<file path="config.mk">
export PLATFORM = sky130hd
export DESIGN_NAME = request_dispatcher_flat
export DESIGN_NICKNAME = d
export VERILOG_FILES = /design/src/rtl/request_dispatcher_if.sv /design/src/rtl/request_dispatcher.sv /design/src/flat_wrapper.sv
export SDC_FILE = /design/constraint.sdc
export NUM_CORES = 1
export LEC_CHECK = 0
export ABC_AREA = 0
export CAP_MARGIN = 15
export CORE_ASPECT_RATIO = 0.7
export CORE_MARGIN = 5
export CORE_UTILIZATION = 40
export DETAILED_ROUTE_END_ITERATION = 12
export GPL_ROUTABILITY_DRIVEN = 0
export PLACE_DENSITY_LB_ADDON = 0.25
export SLEW_MARGIN = 10
export SYNTH_ARGS = -nofsm -noshare
export SYNTH_HDL_FRONTEND = slang
export SYNTH_SLANG_ARGS = --single-unit
export TNS_END_PERCENT = 5
</file>
<file path="constraint.sdc">
create_clock -name clk -period 13.85 [get_ports clk]
set_input_delay 3.4625 -clock clk [delete_from_list [all_inputs] [get_ports clk]]
set_output_delay 3.4625 -clock clk [all_outputs]
set_load 0.02 [all_outputs]
</file>
<file path="src/rtl/request_dispatcher_if.sv">
// Request dispatcher bus: RR-side request handshake, per-target output slots and error response port.
// slave is the dispatcher's view; master is the driver/consumer side.
interface request_dispatcher_if #(
    parameter int NUM_TARGETS = 2,
    parameter int DATA_WIDTH  = 32,
    parameter int PT_WIDTH    = 8,
    parameter int CNT_WIDTH   = 16
);
    logic                            in_valid;
    logic                            in_ready;
    logic [2:0]                      in_funct3;
    logic [DATA_WIDTH-1:0]           in_rs1;
    logic [DATA_WIDTH-1:0]           in_rs2;
    logic [PT_WIDTH-1:0]             in_passthrough;

    logic [NUM_TARGETS-1:0]          out_valid;
    logic [NUM_TARGETS-1:0]          out_ready;
    logic [3*NUM_TARGETS-1:0]        out_funct3;
    logic [DATA_WIDTH*NUM_TARGETS-1:0] out_rs1;
    logic [DATA_WIDTH*NUM_TARGETS-1:0] out_rs2;
    logic [PT_WIDTH*NUM_TARGETS-1:0] out_passthrough;

    logic                            err_valid;
    logic                            err_ready;
    logic [2:0]                      err_funct3;
    logic [PT_WIDTH-1:0]             err_passthrough;
    logic [CNT_WIDTH-1:0]            illegal_count;

    modport slave (
        input  in_valid, in_funct3, in_rs1, in_rs2, in_passthrough, out_ready, err_ready,
        output in_ready, out_valid, out_funct3, out_rs1, out_rs2, out_passthrough,
               err_valid, err_funct3, err_passthrough, illegal_count
    );

    modport master (
        output in_valid, in_funct3, in_rs1, in_rs2, in_passthrough, out_ready, err_ready,
        input  in_ready, out_valid, out_funct3, out_rs1, out_rs2, out_passthrough,
               err_valid, err_funct3, err_passthrough, illegal_count
    );
endinterface

</file>
<file path="src/rtl/request_dispatcher.sv">
// Routes each request by funct3 into a one-entry slot per target (illegal ones to the error slot), 1-cycle latency.
// in_ready drops only when the slot the request decodes to is full and not draining this cycle.
module request_dispatcher #(
    parameter int          NUM_TARGETS  = 2,
    parameter int          DATA_WIDTH   = 32,
    parameter int          PT_WIDTH     = 8,
    parameter int          CNT_WIDTH    = 16,
    // funct3 0->0 (SEND), 1->1 (RECV), 2->1 (AVAIL); 3..7 are masked illegal
    parameter logic [23:0] TARGET_MAP   = 24'h00_0048,
    parameter logic [7:0]  ILLEGAL_MASK = 8'hF8
) (
    input  logic                clk,
    input  logic                rst,
    request_dispatcher_if.slave bus
);
    localparam logic [3:0] NT = 4'(NUM_TARGETS);

    logic [2:0]             map_entry [8];
    logic [2:0]             dest;
    logic                   illegal;
    logic                   tgt_free;
    logic                   err_free;
    logic                   in_rdy;
    logic                   accept;
    logic [NUM_TARGETS-1:0] slot_free;

    logic [NUM_TARGETS-1:0] vld_q;
    logic [2:0]             f3_q  [NUM_TARGETS];
    logic [DATA_WIDTH-1:0]  rs1_q [NUM_TARGETS];
    logic [DATA_WIDTH-1:0]  rs2_q [NUM_TARGETS];
    logic [PT_WIDTH-1:0]    pt_q  [NUM_TARGETS];
    logic                   err_vld_q;
    logic [2:0]             err_f3_q;
    logic [PT_WIDTH-1:0]    err_pt_q;
    logic [CNT_WIDTH-1:0]   cnt_q;

    for (genvar i = 0; i < 8; i++) begin : g_map
        assign map_entry[i] = TARGET_MAP[3*i +: 3];
    end

    assign dest      = map_entry[bus.in_funct3];
    assign illegal   = ILLEGAL_MASK[bus.in_funct3] | ({1'b0, dest} >= NT);
    assign slot_free = ~vld_q | bus.out_ready;
    assign err_free  = ~err_vld_q | bus.err_ready;

    always_comb begin
        tgt_free = 1'b0;
        for (int t = 0; t < NUM_TARGETS; t++) begin
            if (dest == 3'(t)) tgt_free = slot_free[t];
        end
    end

    // Never a function of in_valid, so the RR stage may wait on in_ready.
    assign in_rdy       = illegal ? err_free : tgt_free;
    assign bus.in_ready = in_rdy;
    assign accept       = bus.in_valid & in_rdy;

    always_ff @(posedge clk) begin
        if (rst) begin
            vld_q     <= '0;
            err_vld_q <= 1'b0;
            err_f3_q  <= '0;
            err_pt_q  <= '0;
            cnt_q     <= '0;
            for (int t = 0; t < NUM_TARGETS; t++) begin
                f3_q[t]  <= '0;
                rs1_q[t] <= '0;
                rs2_q[t] <= '0;
                pt_q[t]  <= '0;
            end
        end else begin
            for (int t = 0; t < NUM_TARGETS; t++) begin
                if (accept && !illegal && dest == 3'(t)) begin
                    vld_q[t] <= 1'b1;
                    f3_q[t]  <= bus.in_funct3;
                    rs1_q[t] <= bus.in_rs1;
                    rs2_q[t] <= bus.in_rs2;
                    pt_q[t]  <= bus.in_passthrough;
                end else if (bus.out_ready[t]) begin
                    vld_q[t] <= 1'b0;
                end
            end
            if (accept && illegal) begin
                err_vld_q <= 1'b1;
                err_f3_q  <= bus.in_funct3;
                err_pt_q  <= bus.in_passthrough;
                if (cnt_q != '1) cnt_q <= cnt_q + CNT_WIDTH'(1);
            end else if (bus.err_ready) begin
                err_vld_q <= 1'b0;
            end
        end
    end

    for (genvar t = 0; t < NUM_TARGETS; t++) begin : g_out
        assign bus.out_funct3[3*t +: 3]                      = f3_q[t];
        assign bus.out_rs1[DATA_WIDTH*t +: DATA_WIDTH]       = rs1_q[t];
        assign bus.out_rs2[DATA_WIDTH*t +: DATA_WIDTH]       = rs2_q[t];
        assign bus.out_passthrough[PT_WIDTH*t +: PT_WIDTH]   = pt_q[t];
    end

    assign bus.out_valid       = vld_q;
    assign bus.err_valid       = err_vld_q;
    assign bus.err_funct3      = err_f3_q;
    assign bus.err_passthrough = err_pt_q;
    assign bus.illegal_count   = cnt_q;
endmodule

</file>
<file path="src/flat_wrapper.sv">
// flat-port wrapper written by rule: the top's interface ports become plain ports
module request_dispatcher_flat 
#(
    parameter int          NUM_TARGETS  = 2,
    parameter int          DATA_WIDTH   = 32,
    parameter int          PT_WIDTH     = 8,
    parameter int          CNT_WIDTH    = 16,
                                                                             
    parameter logic [23:0] TARGET_MAP   = 24'h00_0048,
    parameter logic [7:0]  ILLEGAL_MASK = 8'hF8
)
  (clk, rst, bus_in_valid, bus_in_funct3, bus_in_rs1, bus_in_rs2, bus_in_passthrough, bus_out_ready, bus_err_ready, bus_in_ready, bus_out_valid, bus_out_funct3, bus_out_rs1, bus_out_rs2, bus_out_passthrough, bus_err_valid, bus_err_funct3, bus_err_passthrough, bus_illegal_count);
  request_dispatcher_if #(.NUM_TARGETS(NUM_TARGETS), .DATA_WIDTH(DATA_WIDTH), .PT_WIDTH(PT_WIDTH), .CNT_WIDTH(CNT_WIDTH)) bus_i ();
  input  logic clk;
  input  logic rst;
  input wire logic [$bits(bus_i.in_valid)-1:0] bus_in_valid;
  input wire logic [$bits(bus_i.in_funct3)-1:0] bus_in_funct3;
  input wire logic [$bits(bus_i.in_rs1)-1:0] bus_in_rs1;
  input wire logic [$bits(bus_i.in_rs2)-1:0] bus_in_rs2;
  input wire logic [$bits(bus_i.in_passthrough)-1:0] bus_in_passthrough;
  input wire logic [$bits(bus_i.out_ready)-1:0] bus_out_ready;
  input wire logic [$bits(bus_i.err_ready)-1:0] bus_err_ready;
  output wire logic [$bits(bus_i.in_ready)-1:0] bus_in_ready;
  output wire logic [$bits(bus_i.out_valid)-1:0] bus_out_valid;
  output wire logic [$bits(bus_i.out_funct3)-1:0] bus_out_funct3;
  output wire logic [$bits(bus_i.out_rs1)-1:0] bus_out_rs1;
  output wire logic [$bits(bus_i.out_rs2)-1:0] bus_out_rs2;
  output wire logic [$bits(bus_i.out_passthrough)-1:0] bus_out_passthrough;
  output wire logic [$bits(bus_i.err_valid)-1:0] bus_err_valid;
  output wire logic [$bits(bus_i.err_funct3)-1:0] bus_err_funct3;
  output wire logic [$bits(bus_i.err_passthrough)-1:0] bus_err_passthrough;
  output wire logic [$bits(bus_i.illegal_count)-1:0] bus_illegal_count;
  assign bus_i.in_valid = bus_in_valid;
  assign bus_i.in_funct3 = bus_in_funct3;
  assign bus_i.in_rs1 = bus_in_rs1;
  assign bus_i.in_rs2 = bus_in_rs2;
  assign bus_i.in_passthrough = bus_in_passthrough;
  assign bus_i.out_ready = bus_out_ready;
  assign bus_i.err_ready = bus_err_ready;
  assign bus_in_ready = bus_i.in_ready;
  assign bus_out_valid = bus_i.out_valid;
  assign bus_out_funct3 = bus_i.out_funct3;
  assign bus_out_rs1 = bus_i.out_rs1;
  assign bus_out_rs2 = bus_i.out_rs2;
  assign bus_out_passthrough = bus_i.out_passthrough;
  assign bus_err_valid = bus_i.err_valid;
  assign bus_err_funct3 = bus_i.err_funct3;
  assign bus_err_passthrough = bus_i.err_passthrough;
  assign bus_illegal_count = bus_i.illegal_count;
  request_dispatcher #(.NUM_TARGETS(NUM_TARGETS), .DATA_WIDTH(DATA_WIDTH), .PT_WIDTH(PT_WIDTH), .CNT_WIDTH(CNT_WIDTH), .TARGET_MAP(TARGET_MAP), .ILLEGAL_MASK(ILLEGAL_MASK)) u_core (.clk(clk), .rst(rst), .bus(bus_i));
endmodule
</file>
==> impl_summary.md <==
Yosys
The instance count of the mapped netlist is 410. The async set or reset register ratio after synthesis is 0%. The cell accounting for the most synthesized area is sky130_fd_sc_hd__edfxtp_1. After synthesis, the largest family of logic cells by area is simple AND/OR/NAND/NOR gates.

The count of synthesis-stage warnings from yosys is 0. The share of the synthesized area in the top cell type is 69.3%. The synthesized-area fraction occupied by xor and xnor cells is 0%. The netlist uses 46 different library cells. The synthesized netlist devotes 0.385% of its cell area to adder and majority cells.

Among all flip-flop cells after synthesis, the most frequent one is sky130_fd_sc_hd__edfxtp_1. The combined area of all synthesized cells is 0.00650 sq mm. Of the total synthesized cell area, the portion taken by AND, OR, NAND and NOR gates is 14.5%. The compound-gate portion of the synthesized area is 4.41%. The mux cell area share after synthesis is 0.770%. The most common cell in the netlist is sky130_fd_sc_hd__edfxtp_1. The average instance area after synthesis is 15.9 sq um. The number of enable-type register cells in the synthesized netlist is 150. By area the synthesized netlist is led by sky130_fd_sc_hd__edfxtp_1, sky130_fd_sc_hd__dfxtp_1, sky130_fd_sc_hd__and2_1, sky130_fd_sc_hd__nand2_1, sky130_fd_sc_hd__a21oi_1. For this run, the register share of the synthesized area comes to 78.5%. The flop and latch count out of synthesis is 180. Ranked by instance count, the synthesized netlist is headed by sky130_fd_sc_hd__edfxtp_1, sky130_fd_sc_hd__and2_1, sky130_fd_sc_hd__dfxtp_1, sky130_fd_sc_hd__nand2_1, sky130_fd_sc_hd__a21oi_1.

STA
The setup clock skew after layout is 8.23 ps. The number of pins with negative max-slew slack in the final report is 0. The slew at the pin with the worst max-slew slack is 1040 ps. The count of endpoints failing setup in the final report is 0. Hold is met by 462 ps.

The hold violation total from the final report came to 0. Setup repair after global routing left no endpoint under its margin. The sum of negative setup slack is 0 ps. The minimum clock period after layout is 8930 ps.

The fmax is 0.112 GHz. The worst slew margin relative to its limit is 31.0%. The post-route fraction of the period consumed by the critical path is 64.5%. Setup slack on the critical path of the routed design comes to 4920 ps.

Clocking
The number of buffers between clock root and the deepest sink is 2. TritonCTS built the clock tree. The root buffer cell is sky130_fd_sc_hd__clkbuf_16.

Once the clock tree was built, the setup fixing pass inserted 0 buffers. The number of hold buffers added after CTS is 0. Counting every sink on the clock net gives 180. In this run, CTS created clock tree buffers numbering 17. The clock tree synthesis step divided the H-tree into 4 levels. Clock-pin slew was measured on the worst setup and hold paths at 60 ps.

The later pin in the worst-skew pair is clocked with a latency of 420 ps. Gates resized during post-CTS repair numbered 0.

Global route
The pin count of the biggest net entering global routing is 76. The via count of the first global-routing pass was 4327. The total overflow reported by the global router is 0.

The number of antenna violations at the first check in global routing is 0. The global-route usage over all layers is 17.6%. The global-route wire length before repair is 25.3 mm.

Critical path
The number of cells on the worst reg-to-reg path is 5. The worst flop-to-flop path startpoint is u_core.bus.illegal_count[1]. Along the worst path, the maximum fanout reaches 7.

The setup check on the worst reg-to-reg path leaves a slack of 11820 ps. At the worst endpoint, the required time is 10390 ps. At the worst endpoint, the arrival time is 5470 ps. The type of element launching the critical path is an input port. The critical path class is input port to output port.

The endpoint kind of the worst setup timing path is an output port. The most critical setup path has its endpoint at bus_in_ready. Tracing the worst setup path back leads to its startpoint at bus_in_funct3[0]. The reg-to-reg endpoint is u_core.bus.illegal_count[5].

Power
The share of power burned in combinational logic is 11.4%. The worst-case IR drop observed on VDD is 69.8 uV. The static leakage is 3.62 nW. The internal power is 0.952 mW. The ratio of total power to cell area is 124 mW/mm^2. In this run the power spent charging and discharging nets is 0.288 mW. Net switching is 23.2% of the power.

The final total power is 1.24 mW. The part of the total power dissipated in sequential elements is 50.3%. The part of the total power dissipated in the clock network is 38.3%.

Placed design
The half-perimeter wire length after placement is 12.4 mm. Prior to clock tree synthesis, the placed netlist has a worst setup slack of 4950 ps. The count of buffers added on input and output ports is 261. Summing all placed instances gives a cell area of 0.00938 sq mm. The total placed cells including tap cells is 883.

Hold path
The path class of the lowest-slack min-delay path is flip-flop to flip-flop. The worst hold path begins at u_core.bus.err_passthrough[7].

Die
The core area is 0.0162 sq mm. In this run the vertical extent of the chip is 117 um. The die width is 162 um.

For this configuration, the core starts out at a cell density of 40.3%. The floorplan has 39 rows. The die footprint is 0.0189 sq mm. The number of I/O pins is 262.

Cells and area
Once layout is complete, the utilization of the core stands at 61.7%. The layout overhead on the synthesized area is 53.2%. The cell area after layout is 0.00996 sq mm.

The final standard cell count with taps included and fillers excluded is 916. Of the cells placed in the final design, the portion with a size suffix greater than 1 is 6.96%. The number of nets at the end of the flow is 760.

Detailed routing
The vias after detailed routing is 4340. The post-route DRC violation count is 0. The post-detailed-route via-to-cell ratio is 4.74. In this run, the number of DRC markers left after iteration 0 of detailed routing was 249. The routed design has 17.4 mm of wire. After detailed routing, the average wire length per cell comes to 19.0 um.

In this run the remaining antenna-violating nets after routing total 0. The first detailed-routing pass took 4 iterations.

Run status
The flow ran to the end, and the final reports show no timing, DRC or antenna violations.

Job
The total of max-cap violations is 0.
-- power groups by stage --
stage / Sequential [mW] / Clock [mW] / Combinational, mW
detailed placement: 0.635 / 0 / 0.143
finish: 0.623 / 0.474 / 0.142
global route: 0.626 / 0.507 / 0.149
floorplan: 0.671 / 0 / 0.0234
CTS: 0.624 / 0.484 / 0.144
global placement: 0.634 / 0 / 0.142
-- routing by layer --
layer | wire (um) | share of wire [%] | global-route usage (%) | up-vias
li1 | - | - | - | 2050
met1 | 7080 | 41 | 22.0 | 2096
met2 | 8730 | 50 | 30.0 | 175
met3 | 1430 | 8.2 | 5.78 | 19
met4 | 177 | 1.0 | 4.68 | 0
met5 | 0 | 0 | 0 | -
-- sequential cells by signal (all words and copies together), names as in the netlist --
name	flops
u_core.bus.illegal_count	16
u_core.f3_q	6
u_core.bus.err_valid	1
u_core.rs2_q	64
u_core.bus.err_passthrough	8
u_core.bus.out_valid	2
u_core.bus.err_funct3	3
u_core.pt_q	16
u_core.rs1_q	64
-- logic make-up after synthesis --
kind of cell	Yosys count
flip-flops	180
AND/OR/NAND/NOR	157
AO/OA/AOI/OAI	45
buffers and inverters	21
multiplexers	4
adder cells (fa/ha/maj)	2
other	1
-- cell type report --
class	count	area [sq um]
Timing Repair Buffer	265	2640
Multi-Input combinational cell	210	1340
Clock inverter	13	149
Fill cell	1187	6190
Inverter	3	11.3
Antenna cell	1	2.50
Tap cell	225	282
Sequential cell	180	5100
Clock buffer	19	433
-- worst max-delay path, cell delays in order --
cell and delay, ps:
sky130_fd_sc_hd__clkdlybuf4s50_1 450, sky130_fd_sc_hd__ha_1 260, sky130_fd_sc_hd__nor2_1 320, sky130_fd_sc_hd__nor2_1 90
sky130_fd_sc_hd__a21oi_1 230, sky130_fd_sc_hd__clkdlybuf4s50_1 660
-- how the worst min path moves through the flow --
| stage | to | slack, ps | cells past startpoint |
|---|---|---|---|
| after floorplan | u_core.bus.err_passthrough[7] | 530 | 2 |
| after global placement | u_core.bus.err_passthrough[4] | 450 | 2 |
| after detailed placement | u_core.bus.err_passthrough[1] | 460 | 2 |
| after CTS | u_core.bus.err_funct3[1] | 470 | 2 |
| after global routing | u_core.bus.err_passthrough[7] | 490 | 2 |
| final | u_core.bus.err_passthrough[7] | 460 | 2 |
-- placed cells by master (no fill, tap or decap), drive strengths merged, types with 5 or more instances in the layout --
cell / count
nand3: 5
edfxtp: 150
nand2: 30
o31ai: 6
clkdlybuf4s50: 261
nor3: 5
a21oi: 22
clkbuf: 19
or4: 6
and2: 76
inv: 8
nor2: 10
dfxtp: 30
No activity file was read; power rests on OpenSTA's default activity.
